## src/rtl/row_bus_dispatcher_pkg.sv

```systemverilog
// Shared types for the row-bus dispatcher and the glb_PE bus logic that sits on the same row bus.
package row_bus_pkg;

  localparam int unsigned ROW_NUM_COL   = 4;
  localparam int unsigned ROW_KS_WIDTH  = 4;
  localparam int unsigned ROW_CNT_WIDTH = 16;

  typedef logic [ROW_NUM_COL-1:0]   col_mask_t;
  typedef logic [ROW_KS_WIDTH-1:0]  ks_t;
  typedef logic [ROW_CNT_WIDTH-1:0] cnt_t;

  typedef enum logic [1:0] {
    ST_IDLE,
    ST_STREAM,
    ST_FLUSH,
    ST_DONE
  } state_e;

endpackage

```

## src/rtl/row_bus_dispatcher_mcast_hold_reg.sv

```systemverilog
// Multicast holding register: one data word plus a per-column pending mask,
// each bit clearing independently when its column accepts.
module mcast_hold_reg #(
  parameter int unsigned DATA_WIDTH = 16,
  parameter int unsigned NUM_COL    = 4
) (
  input  logic                  clk,
  input  logic                  rst,
  input  logic                  load_i,
  input  logic [DATA_WIDTH-1:0] data_i,
  input  logic [NUM_COL-1:0]    mask_i,
  input  logic [NUM_COL-1:0]    ready_i,
  output logic [DATA_WIDTH-1:0] data_o,
  output logic [NUM_COL-1:0]    pending_o,
  output logic                  all_clear_next_o
);

  logic [DATA_WIDTH-1:0] data_q, data_d;
  logic [NUM_COL-1:0]    pend_q, pend_d;
  logic [NUM_COL-1:0]    pend_left;

  assign pend_left        = pend_q & ~ready_i;
  assign all_clear_next_o = ~|pend_left;
  assign data_o           = data_q;
  assign pending_o        = pend_q;

  // The caller only loads when every pending bit clears this cycle, so a load never drops a handshake.
  always_comb begin
    data_d = data_q;
    pend_d = pend_left;
    if (load_i) begin
      data_d = data_i;
      pend_d = mask_i;
    end
  end

  always_ff @(posedge clk) begin
    if (rst) begin
      data_q <= '0;
      pend_q <= '0;
    end else begin
      data_q <= data_d;
      pend_q <= pend_d;
    end
  end

endmodule

```

## src/rtl/row_bus_dispatcher.sv

```systemverilog
// Row-bus dispatcher: latches a pass configuration, then multicasts streamed words
// to per-word column subsets with independent per-column valid/ready.
module row_bus_dispatcher
  import row_bus_pkg::*;
#(
  parameter int unsigned DATA_WIDTH = 16,
  parameter int unsigned NUM_COL    = ROW_NUM_COL,
  parameter int unsigned KS_WIDTH   = ROW_KS_WIDTH,
  parameter int unsigned CNT_WIDTH  = ROW_CNT_WIDTH
) (
  input  logic                  clk,
  input  logic                  rst,
  input  logic                  cfg_valid,
  output logic                  cfg_ready,
  input  logic [KS_WIDTH-1:0]   cfg_kernel_size,
  input  logic [CNT_WIDTH-1:0]  cfg_num_words,
  input  logic                  in_valid,
  output logic                  in_ready,
  input  logic [DATA_WIDTH-1:0] in_data,
  input  logic [NUM_COL-1:0]    in_col_mask,
  output logic [KS_WIDTH-1:0]   bus_kernel_size,
  output logic [DATA_WIDTH-1:0] bus_data,
  output logic [NUM_COL-1:0]    bus_valid,
  input  logic [NUM_COL-1:0]    bus_ready,
  output logic                  busy,
  output logic                  done
);

  localparam logic [CNT_WIDTH-1:0] CNT_ONE = {{(CNT_WIDTH-1){1'b0}}, 1'b1};

  state_e                state_q, state_d;
  logic [CNT_WIDTH-1:0]  cnt_q, cnt_d;
  logic [CNT_WIDTH-1:0]  nw_q, nw_d;
  logic [KS_WIDTH-1:0]   ks_q, ks_d;
  logic                  all_clear_next;
  logic [NUM_COL-1:0]    pending;
  logic                  in_fire;

  mcast_hold_reg #(
    .DATA_WIDTH(DATA_WIDTH),
    .NUM_COL   (NUM_COL)
  ) u_hold (
    .clk             (clk),
    .rst             (rst),
    .load_i          (in_fire),
    .data_i          (in_data),
    .mask_i          (in_col_mask),
    .ready_i         (bus_ready),
    .data_o          (bus_data),
    .pending_o       (pending),
    .all_clear_next_o(all_clear_next)
  );

  assign bus_valid       = pending;
  assign bus_kernel_size = ks_q;
  assign cfg_ready       = (state_q == ST_IDLE);
  assign busy            = (state_q != ST_IDLE);
  assign done            = (state_q == ST_DONE);
  assign in_ready        = (state_q == ST_STREAM) && (cnt_q < nw_q) && all_clear_next;
  assign in_fire         = in_valid & in_ready;

  always_comb begin
    state_d = state_q;
    cnt_d   = cnt_q;
    nw_d    = nw_q;
    ks_d    = ks_q;
    case (state_q)
      ST_IDLE: begin
        if (cfg_valid) begin
          ks_d    = cfg_kernel_size;
          nw_d    = cfg_num_words;
          cnt_d   = '0;
          state_d = (cfg_num_words != '0) ? ST_STREAM : ST_DONE;
        end
      end
      ST_STREAM: begin
        if (in_fire) begin
          cnt_d = cnt_q + CNT_ONE;
          if (cnt_d == nw_q) state_d = ST_FLUSH;
        end
      end
      ST_FLUSH: begin
        // Tested on the registered mask, so FLUSH always lasts at least one cycle.
        if (pending == '0) state_d = ST_DONE;
      end
      ST_DONE:  state_d = ST_IDLE;
      default:  state_d = ST_IDLE;
    endcase
  end

  always_ff @(posedge clk) begin
    if (rst) begin
      state_q <= ST_IDLE;
      cnt_q   <= '0;
      nw_q    <= '0;
      ks_q    <= '0;
    end else begin
      state_q <= state_d;
      cnt_q   <= cnt_d;
      nw_q    <= nw_d;
      ks_q    <= ks_d;
    end
  end

endmodule

```

## config.mk

```make
export PLATFORM = sky130hd
export DESIGN_NAME = row_bus_dispatcher
export DESIGN_NICKNAME = d
export VERILOG_FILES = /design/src/rtl/row_bus_dispatcher_pkg.sv /design/src/rtl/row_bus_dispatcher_mcast_hold_reg.sv /design/src/rtl/row_bus_dispatcher.sv
export SDC_FILE = /design/constraint.sdc
export NUM_CORES = 1
export LEC_CHECK = 0
export CAP_MARGIN = 30
export CORE_MARGIN = 10
export CORE_UTILIZATION = 51
export CTS_BUF_LIST = sky130_fd_sc_hd__clkbuf_16
export DETAILED_ROUTE_END_ITERATION = 7
export PLACE_DENSITY = 0.78
export SKIP_CTS_REPAIR_TIMING = 1
export SLEW_MARGIN = 20
export SYNTH_ARGS = -nofsm -noshare
export SYNTH_HDL_FRONTEND = slang
export SYNTH_SLANG_ARGS = --single-unit
```

## constraint.sdc

```tcl
create_clock -name clk -period 3.4 [get_ports clk]
set_clock_uncertainty 0.2 [all_clocks]
set_input_delay 1.02 -clock clk [delete_from_list [all_inputs] [get_ports clk]]
set_output_delay 1.02 -clock clk [all_outputs]
set_load 0.01 [all_outputs]
```

; Word level (Yosys, flattened, before mapping)
; Index checks and enable logic that the tools add are counted.
[word_totals]
ff_bits = 58
latch_bits = 0
ram_bits = 0
mem_bits_ro = 0
in_bits = 48
word_cells = 41
mem_count = 0
[op_classes]
n_addsub = 1
mul = 0
div = 0
n_lt_le_gt_ge = 1
n_eq_ne = 8
shifts = 0
muxes = 10
n_bitwise = 3
n_reduce_logical = 12
[op_table]
columns = cell, count
row1 = $mux W16, 2
row2 = $pmux W16 S2, 1
row3 = $add A16 B1 Y16 const B, 1
row4 = $eq A16 B16 Y1, 1
row5 = $lt A16 B16 Y1, 1
row6 = $reduce_bool A16 Y1, 1
row7 = $mux W2, 5
row8 = $pmux W2 S4, 1
row9 = $ne A2 B2 Y1 const B, 3
row10 = $and A4 B4 Y4, 1
row11 = $eq A2 B2 Y1 const B, 2
row12 = $logic_not A4 Y1, 1
row13 = $mux W4, 1
row14 = $not A4 Y4, 1
row15 = $reduce_and A4 Y1, 1
row16 = $reduce_bool A2 Y1, 2
row17 = $reduce_or A4 Y1, 1
row18 = $reduce_and A3 Y1, 1
row19 = $eq A2 B1 Y1 const B, 1
row20 = $logic_and A1 B1 Y1, 2
row21 = $logic_not A2 Y1, 1
row22 = $ne A2 B1 Y1 const B, 1
row23 = $reduce_and A2 Y1, 1
row24 = $and A1 B1 Y1, 1
row25 = $logic_not A1 Y1, 1

; Logic depth before layout (Yosys ltp)
; Gate-level depths: netlist of the first run.
[depth]
depth_word = 8
mapped_depth = 11
ltp_nobuf = 9

; By module
; Synthesis of the first run repeated with hierarchy kept, for this count alone.
[hier_totals]
hier_cells = 430
area_unflattened_um2 = 3475.8
[by_module_without_submodules]
columns = mod, n_inst, cells_per_inst, area_each_um2
row1 = row_bus_dispatcher, 1, 360, 2731.4
row2 = mcast_hold_reg, 1, 70, 744.5

; Worst setup path before layout of the first run
; OpenSTA, ideal clock, no wires.
[synth_timing]
path_type = input to output
start = in bus_ready[2]
end = out in_ready
arrival_ns = 1.810
t_required_ns = 2.180
setup_slack_ns = 0.370
cell_stages = 5
path_cell_list = nand2b_1 > nand4_1 > nor4b_1 > nand2_1 > nor2_1
[synth_via]
elab_chain_cells = 5
[synth_lines]
columns = item, line
row1 = "start, declared", row_bus_dispatcher.sv:24  ; input logic [NUM_COL-1:0] bus_ready,
row2 = $not A4 Y4, row_bus_dispatcher_mcast_hold_reg.sv:22  ; assign pend_left = pend_q & ~ready_i;
row3 = $and A4 B4 Y4, row_bus_dispatcher_mcast_hold_reg.sv:22
row4 = $reduce_or A4 Y1, row_bus_dispatcher_mcast_hold_reg.sv:23  ; assign all_clear_next_o = ~|pend_left;
row5 = $logic_not A1 Y1, row_bus_dispatcher_mcast_hold_reg.sv:23
row6 = $logic_and A1 B1 Y1, row_bus_dispatcher.sv:59  ; assign in_ready = (state_q == ST_STREAM) && (cnt_q < nw_q) && all_clear_next;
row7 = "end, declared", row_bus_dispatcher.sv:18  ; output logic in_ready,
; Every way passes these cells.

; Final worst setup path of the first run
[layout_timing]
start = reg nw_q[15]
end = out in_ready
[layout_via]
elab_chain_cells = 3
[layout_lines]
columns = item, line
row1 = "start, declared", row_bus_dispatcher.sv:33  ; logic [CNT_WIDTH-1:0] nw_q, nw_d;
row2 = "start signal, assigned", row_bus_dispatcher.sv:100  ; nw_q <= nw_d;
row3 = $lt A16 B16 Y1, row_bus_dispatcher.sv:59
row4 = $logic_and A1 B1 Y1 (2 in a row), row_bus_dispatcher.sv:59
; Every way passes these cells.

==> reports/summary.txt, run 1 <==
outcome - finished clean
hold path depth - 2
capturing point of the worst reg2reg path - cnt_q[15]$_SDFFE_PP0P_
Yosys reg bits - 58
initial antenna violation count - 0
Core Area - 6350 um2
CTS tree - yes
WL final - 10.2 mm
fin. max-slew vios - 0
Final setup viols - 0
htree depth - 3
vias per cell - 5.71
die footprint - 10200 um2
wire length per cell - 16.8 um
layout cells sized above 1 - 0.152
share of the yosys chip area belonging to registers - 0.347
Reg2Reg Depth - 11
I/O pin count - 76
CP Launch Type - flip-flop
cell taking the most area after synthesis - dfxtp_1
pre-CTS WS - -753 ps
Tot GR Track Use - 0.198
final worst slack - 32.1 ps
Synth Area per Inst - 7.99 um2
first-pass GRT wire length - 16.3 mm
Max VDD drop - 0.000425 V
Cell Pwr Density - 562 nW/um2
largest net degree at the start of global routing - 52
DRT met1 WL - 4.11 mm
FMAX - 297 MHz
CTS Buffer Depth - 2
library cells used by synthesis - 49
number of synthesized flops with an enable pin - 0
clock sink count - 58
Pre-antenna DRT Iters - 5
Final Power - 2.70 mW
Setup CP Type - flip-flop to output pin
number of global-route vias before repair - 3431
die width - 101 um
Synth top area share - 0.347
Warnings, synthesis - 0
Nets - 591
Inserted Diodes - 0
Area contributors post-synth - dfxtp_1 (35%), ha_1 (7.8%), nand2_1 (7.1%), a21oi_1 (6.6%), mux2i_1 (5.4%)
Critical Path AT - 2150 ps
leak pwr - 1.90 nW
Post-synth top flop - dfxtp_1
Area Overhead vs Synth - 43.6%
initial core utilization - 0.527
peak fanout along the critical path - 2
Post-Synthesis Cell Area - 3350 um2
Detail Route Antenna Nets - 0
Post-Synthesis Cells - 419
dpl hpwl - 7.40 mm
remaining routing DRC violations - 0
Clk Latency, worst-skew pair - 320 ps
element type at the critical path end - output pin
Fin Setup TNS - 0 ps
asr flop ratio synth - 0
Die H - 101 um
Top Metal Used - met4
Tcrit/Tclk final - 0.991
fill count - 427
Max-cap violations - 0
DR vias - 3449
CP Capture Point - in_ready
Slew HR - 0.427
RePlAce Congestion - 0.964
Worst EP required - 2180 ps
Syn Nets - 488
R2R setup slack - 270 ps
met2 WL - 4.63 mm
final hold violation count - 0
# rows - 29
IO Port Bufs - 75
total gr overflow - 0
Setup crit start - nw_q[15]$_SDFFE_PP0P_
clock root cell - clkbuf_16
met3 wire length - 1.19 mm
crit path time final - 3370 ps
worst hold path class - flip-flop to flip-flop
register clock-pin slew on the reported worst setup and hold paths - 50 ps
Slew @ Worst Pin - 852 ps
WHS - 258 ps
CTS buffer count - 9
Starting DRT DRC Count - 224
reg2reg start - nw_q[15]$_SDFFE_PP0P_
## cell usage in the layout (no fill, tap or decap), types with 5 or more instances in the layout
master / n
o31ai_1: 5
nor3_1: 11
nand3_1: 6
a21oi_1: 44
inv_1: 20
nor2_1: 31
mux2i_1: 18
xnor2_1: 16
ha_1: 20
nor4_1: 8
xor2_1: 6
nand2_1: 62
o21ai_0: 19
nand4_1: 11
clkbuf_16: 9
buf_4: 40
dfxtp_1: 58
clkdlybuf4s50_1: 69
## routing by layer
metal / vias to the layer above / GRT usage
li1: 1675 / -
met1: 1603 / 0.229
met2: 149 / 0.302
met3: 22 / 0.103
met4: 0 / 0.0761
met5: - / 0
## synthesized netlist by cell type (3+ instances only)
cell       n
o31ai_1    5
xor2_1     6
buf_2     12
nand3_1    6
a31oi_1    3
nor3_1    11
nor2_1    32
a21o_1     3
ha_1      21
dfxtp_1   58
inv_1     21
nor4_1     8
xnor2_1   16
mux2i_1   18
nor2b_1    3
o21a_1     4
clkbuf_1  11
nand4_1   11
o21ai_0   19
a21oi_1   44
nand2_1   63
nand2b_1   8
## sequential cells by signal, indices dropped and copies added (netlist names)
signal / count
nw_q: 16
u_hold.data_o: 16
cnt_q: 16
u_hold.pending_o: 4
bus_kernel_size: 4
state_q: 2
## critical path, cell delays in order, from the launching register on
cell and delay (ps):
dfxtp_1 330, inv_1 50, ha_1 280, nand4_1 170, or3_4 380, a2111o_1 350
nand2_2 90, nor2_2 40, buf_2 140
## power by group
part	internal, mW	switching, mW	leakage, nW
combinational	0.468	0.474	1.28
clock	0.632	0.313	0.148
sequential	0.760	0.0584	0.472
## cells by family after synthesis
family          synth area share
compound gates             0.172
xor+xnor                  0.0575
fa+ha+maj                 0.0785
buf+inv                   0.0576
flops                      0.347
mux                       0.0572
simple gates               0.230
## metrics by stage
stage,utilization,cell area [um2],instances
after floorplan,-,3350,419
after global placement,0.694,4410,584
after detailed placement,0.694,4410,584
after CTS,0.743,4720,600
after global routing,0.757,4810,604
final,0.757,4810,604
## worst min-delay path by stage
stage	slack [ps]	start	to
final	260	nw_q[0]$_SDFFE_PP0P_	nw_q[0]$_SDFFE_PP0P_
after global routing	290	bus_kernel_size[1]$_SDFFE_PP0P_	bus_kernel_size[1]$_SDFFE_PP0P_
after CTS	260	nw_q[0]$_SDFFE_PP0P_	nw_q[0]$_SDFFE_PP0P_
after detailed placement	250	nw_q[0]$_SDFFE_PP0P_	nw_q[0]$_SDFFE_PP0P_
after global placement	240	bus_kernel_size[3]$_SDFFE_PP0P_	bus_kernel_size[3]$_SDFFE_PP0P_
after floorplan	240	nw_q[0]$_SDFFE_PP0P_	nw_q[0]$_SDFFE_PP0P_
## layout make-up
type                            count  area [um2]  share of cell area
Multi-Input combinational cell    314        2060               0.428
Sequential cell                    58        1160               0.241
Timing Repair Buffer              118        1110               0.230
Clock buffer                        9         225              0.0468
Tap cell                           77        96.3              0.0200
Clock inverter                      7        83.8              0.0174
Inverter                           21        78.8              0.0164
No activity file was read; power rests on OpenSTA's default activity.
==> run 2, diff against run 1 <==
--- a/config.mk
+++ b/config.mk
@@ -12,6 +12,7 @@
 export DETAILED_ROUTE_END_ITERATION = 7
 export PLACE_DENSITY = 0.78
 export SKIP_CTS_REPAIR_TIMING = 1
+export SKIP_LAST_GASP = 1
 export SLEW_MARGIN = 20
 export SYNTH_ARGS = -nofsm -noshare
 export SYNTH_HDL_FRONTEND = slang
==> results of run 2 <==
No change in the layout: final DEF, timing and power equal those of run 1.
==> RTL edit, RTL diff (settings of run 2) <==
`DATA_WIDTH` is set to 16 in 2 places; all go to 12.
--- a/src/rtl/row_bus_dispatcher_mcast_hold_reg.sv
+++ b/src/rtl/row_bus_dispatcher_mcast_hold_reg.sv
@@ -1,7 +1,7 @@
 // Multicast holding register: one data word plus a per-column pending mask,
 // each bit clearing independently when its column accepts.
 module mcast_hold_reg #(
-  parameter int unsigned DATA_WIDTH = 16,
+  parameter int unsigned DATA_WIDTH = 12,
   parameter int unsigned NUM_COL    = 4
 ) (
   input  logic                  clk,
--- a/src/rtl/row_bus_dispatcher.sv
+++ b/src/rtl/row_bus_dispatcher.sv
@@ -3,7 +3,7 @@
 module row_bus_dispatcher
   import row_bus_pkg::*;
 #(
-  parameter int unsigned DATA_WIDTH = 16,
+  parameter int unsigned DATA_WIDTH = 12,
   parameter int unsigned NUM_COL    = ROW_NUM_COL,
   parameter int unsigned KS_WIDTH   = ROW_KS_WIDTH,
   parameter int unsigned CNT_WIDTH  = ROW_CNT_WIDTH
Interface: changed (resized bus_data and in_data); port bits go from 76 to 68. The function was not compared with the original's and may differ.
==> RTL edit against run 2 <==
The run now ends with negative setup slack left. Total power down 18%. Final area down 9.5%. Via count fell by 5.0%. Setup slack worse by 0.061 ns. Sequential share of layout area rose by 0.71 points. Hold slack worse by 0.0030 ns. Register-to-register slack better by 0.07 ns. Synthesized cell count fell by 2.1%. Critical path depth fell by 2. Wire length decreased by 7.2%. Synthesized area decreased by 4.1%. Sequential cell count down 4. Critical path type is now in2out. Critical endpoint unchanged.
==> RTL edit: results (changes against run 2) <==
qor: run_status.run_status complete, but fails checks
qor: run_status.failed_checks negative setup slack
qor: placement.port_bufs 67 [-11%]
qor: global_routing.grtUsageTotal 18.6% [-1.2 points]
qor: critical_path.setup.reg_to_reg.worst_slack 0.34 ns [+0.07 ns]
qor: global_routing.grt_util_met2 30.8% [+0.54 points]
qor: synthesis.synth.top_cells.by_count 85 x sky130_fd_sc_hd__nand2_1, 54 x sky130_fd_sc_hd__dfxtp_1, 51 x sky130_fd_sc_hd__a21oi_1, 21 x sky130_fd_sc_hd__ha_1, 20 x sky130_fd_sc_hd__inv_1
qor: critical_path.r2r-start nw_q[13]$_SDFFE_PP0P_
qor: global_routing.grt_use_met1 21.9% [-1.1 points]
qor: critical_path.critical_path.startpoint bus_ready[2]
qor: layout.drive_gt1_share 14.2% [-0.95 points]
qor: synthesis.synth_sequential_area_ratio 33.7% [-1.0 points]
qor: placement.post-dp-hpwl 7200 um [-2.8%]
qor: synthesis.netlist-cell-type-count 58 [+18%]
qor: clock_network.clock_latency 0.30 ns [-0.02 ns]
qor: detailed_routing.routed_via_density 5.71 [about the same]
qor: detailed_routing.total_length_of_routed_wires 9440 um [-7.2%]
qor: critical_path.timing.rr.end cnt_q[4]$_SDFFE_PP0P_
qor: critical_path.critical_path.slowest_cell sky130_fd_sc_hd__or4b_4
qor: hold_path.holdPathEnd u_hold.data_o[9]$_SDFFE_PP0P_
qor: detailed_routing.routed-wl-met3 972 um [-18%]
qor: detailed_routing.met1Wirelength 3920 um [-4.6%]
qor: placement.globalplace.congestion 0.893 [-7.4%]
qor: hold_path.hold_path.startpoint u_hold.data_o[9]$_SDFFE_PP0P_
qor: detailed_routing.met2RoutedLength 4460 um [-3.7%]
qor: layout.filler_cell_count 470 [+10%]
qor: critical_path.crit_path_max_incr_delay 0.57 ns [+0.19 ns]
qor: detailed_routing.first_pass_iters 4 [-1]
qor: pwr.p_leak 0.00174 uW [-8.4%]
qor: timing.setup_viol_count_final 1 [+1]
qor: global_routing.grt_pass1_wl 15400 um [-6.0%]
qor: critical_path.arrival 2.21 ns [+0.06 ns]
qor: pwr.worst_ir_drop_vdd 0.313 mV [-26%]
qor: clock_network.cts-htree-levels 2 [-1]
qor: layout.nets 563 [-4.7%]
qor: clock_network.cts_buffers 5 [-4]
qor: timing.worst_slack -0.0288 ns [-0.0610 ns]
qor: detailed_routing.first_iter_violations 164 [-27%]
-- RTL edit: changes by cell type in the layout (fill, tap and decap cells not counted), moves of 7 or more --
cell	delta
sky130_fd_sc_hd__clkdlybuf4s50_1	-8
sky130_fd_sc_hd__a21oi_1	+7
sky130_fd_sc_hd__nand2_1	+23
sky130_fd_sc_hd__nor3_1	-7
sky130_fd_sc_hd__nor2_1	-14
sky130_fd_sc_hd__mux2i_1	-17
-- RTL edit: layout make-up --
type                            count  area (um^2)  share of cell area (%)
Clock inverter                      3         47.5                    1.09
Multi-Input combinational cell    313         1980                    45.6
Sequential cell                    54         1080                    24.8
Timing Repair Buffer              104          943                    21.7
Tap cell                           75         93.8                    2.16
Inverter                           20         75.1                    1.73
Clock buffer                        5          125                    2.88
-- RTL edit: metrics by stage --
step,worst slack [ns],cell area [um^2],cells,hold WS [ns],TNS (ns)
3_5_place_dp,-0.834,4140,566,0.246,-9.16
5_1_grt,-0.0366,4350,574,0.278,-0.0366
3_3_place_gp,-0.816,4140,566,0.241,-7.94
6_report,-0.0288,4350,574,0.255,-0.0288
2_1_floorplan,0.102,3210,410,0.240,0
4_1_cts,-0.845,4320,574,0.256,-1.78
-- RTL edit: cells by family (layout without fill, tap and decap cells) --
| family | after synthesis | after routing | share of synthesized area, % |
|---|---|---|---|
| AO/OA/AOI/OAI | 107 | 107 | 20.7 |
| buffers and inverters | 43 | 132 | 5.65 |
| XOR/XNOR | 19 | 19 | 5.18 |
| AND/OR/NAND/NOR | 163 | 163 | 25.5 |
| multiplexers | 3 | 3 | 1.13 |
| flip-flops | 54 | 54 | 33.7 |
| adder cells (fa/ha/maj) | 21 | 21 | 8.18 |
-- RTL edit: where the power goes --
part	switching [uW]	leakage (uW)	internal, uW
clock network	251	0.0000844	352
logic	468	0.00121	391
registers	53.7	0.000439	703
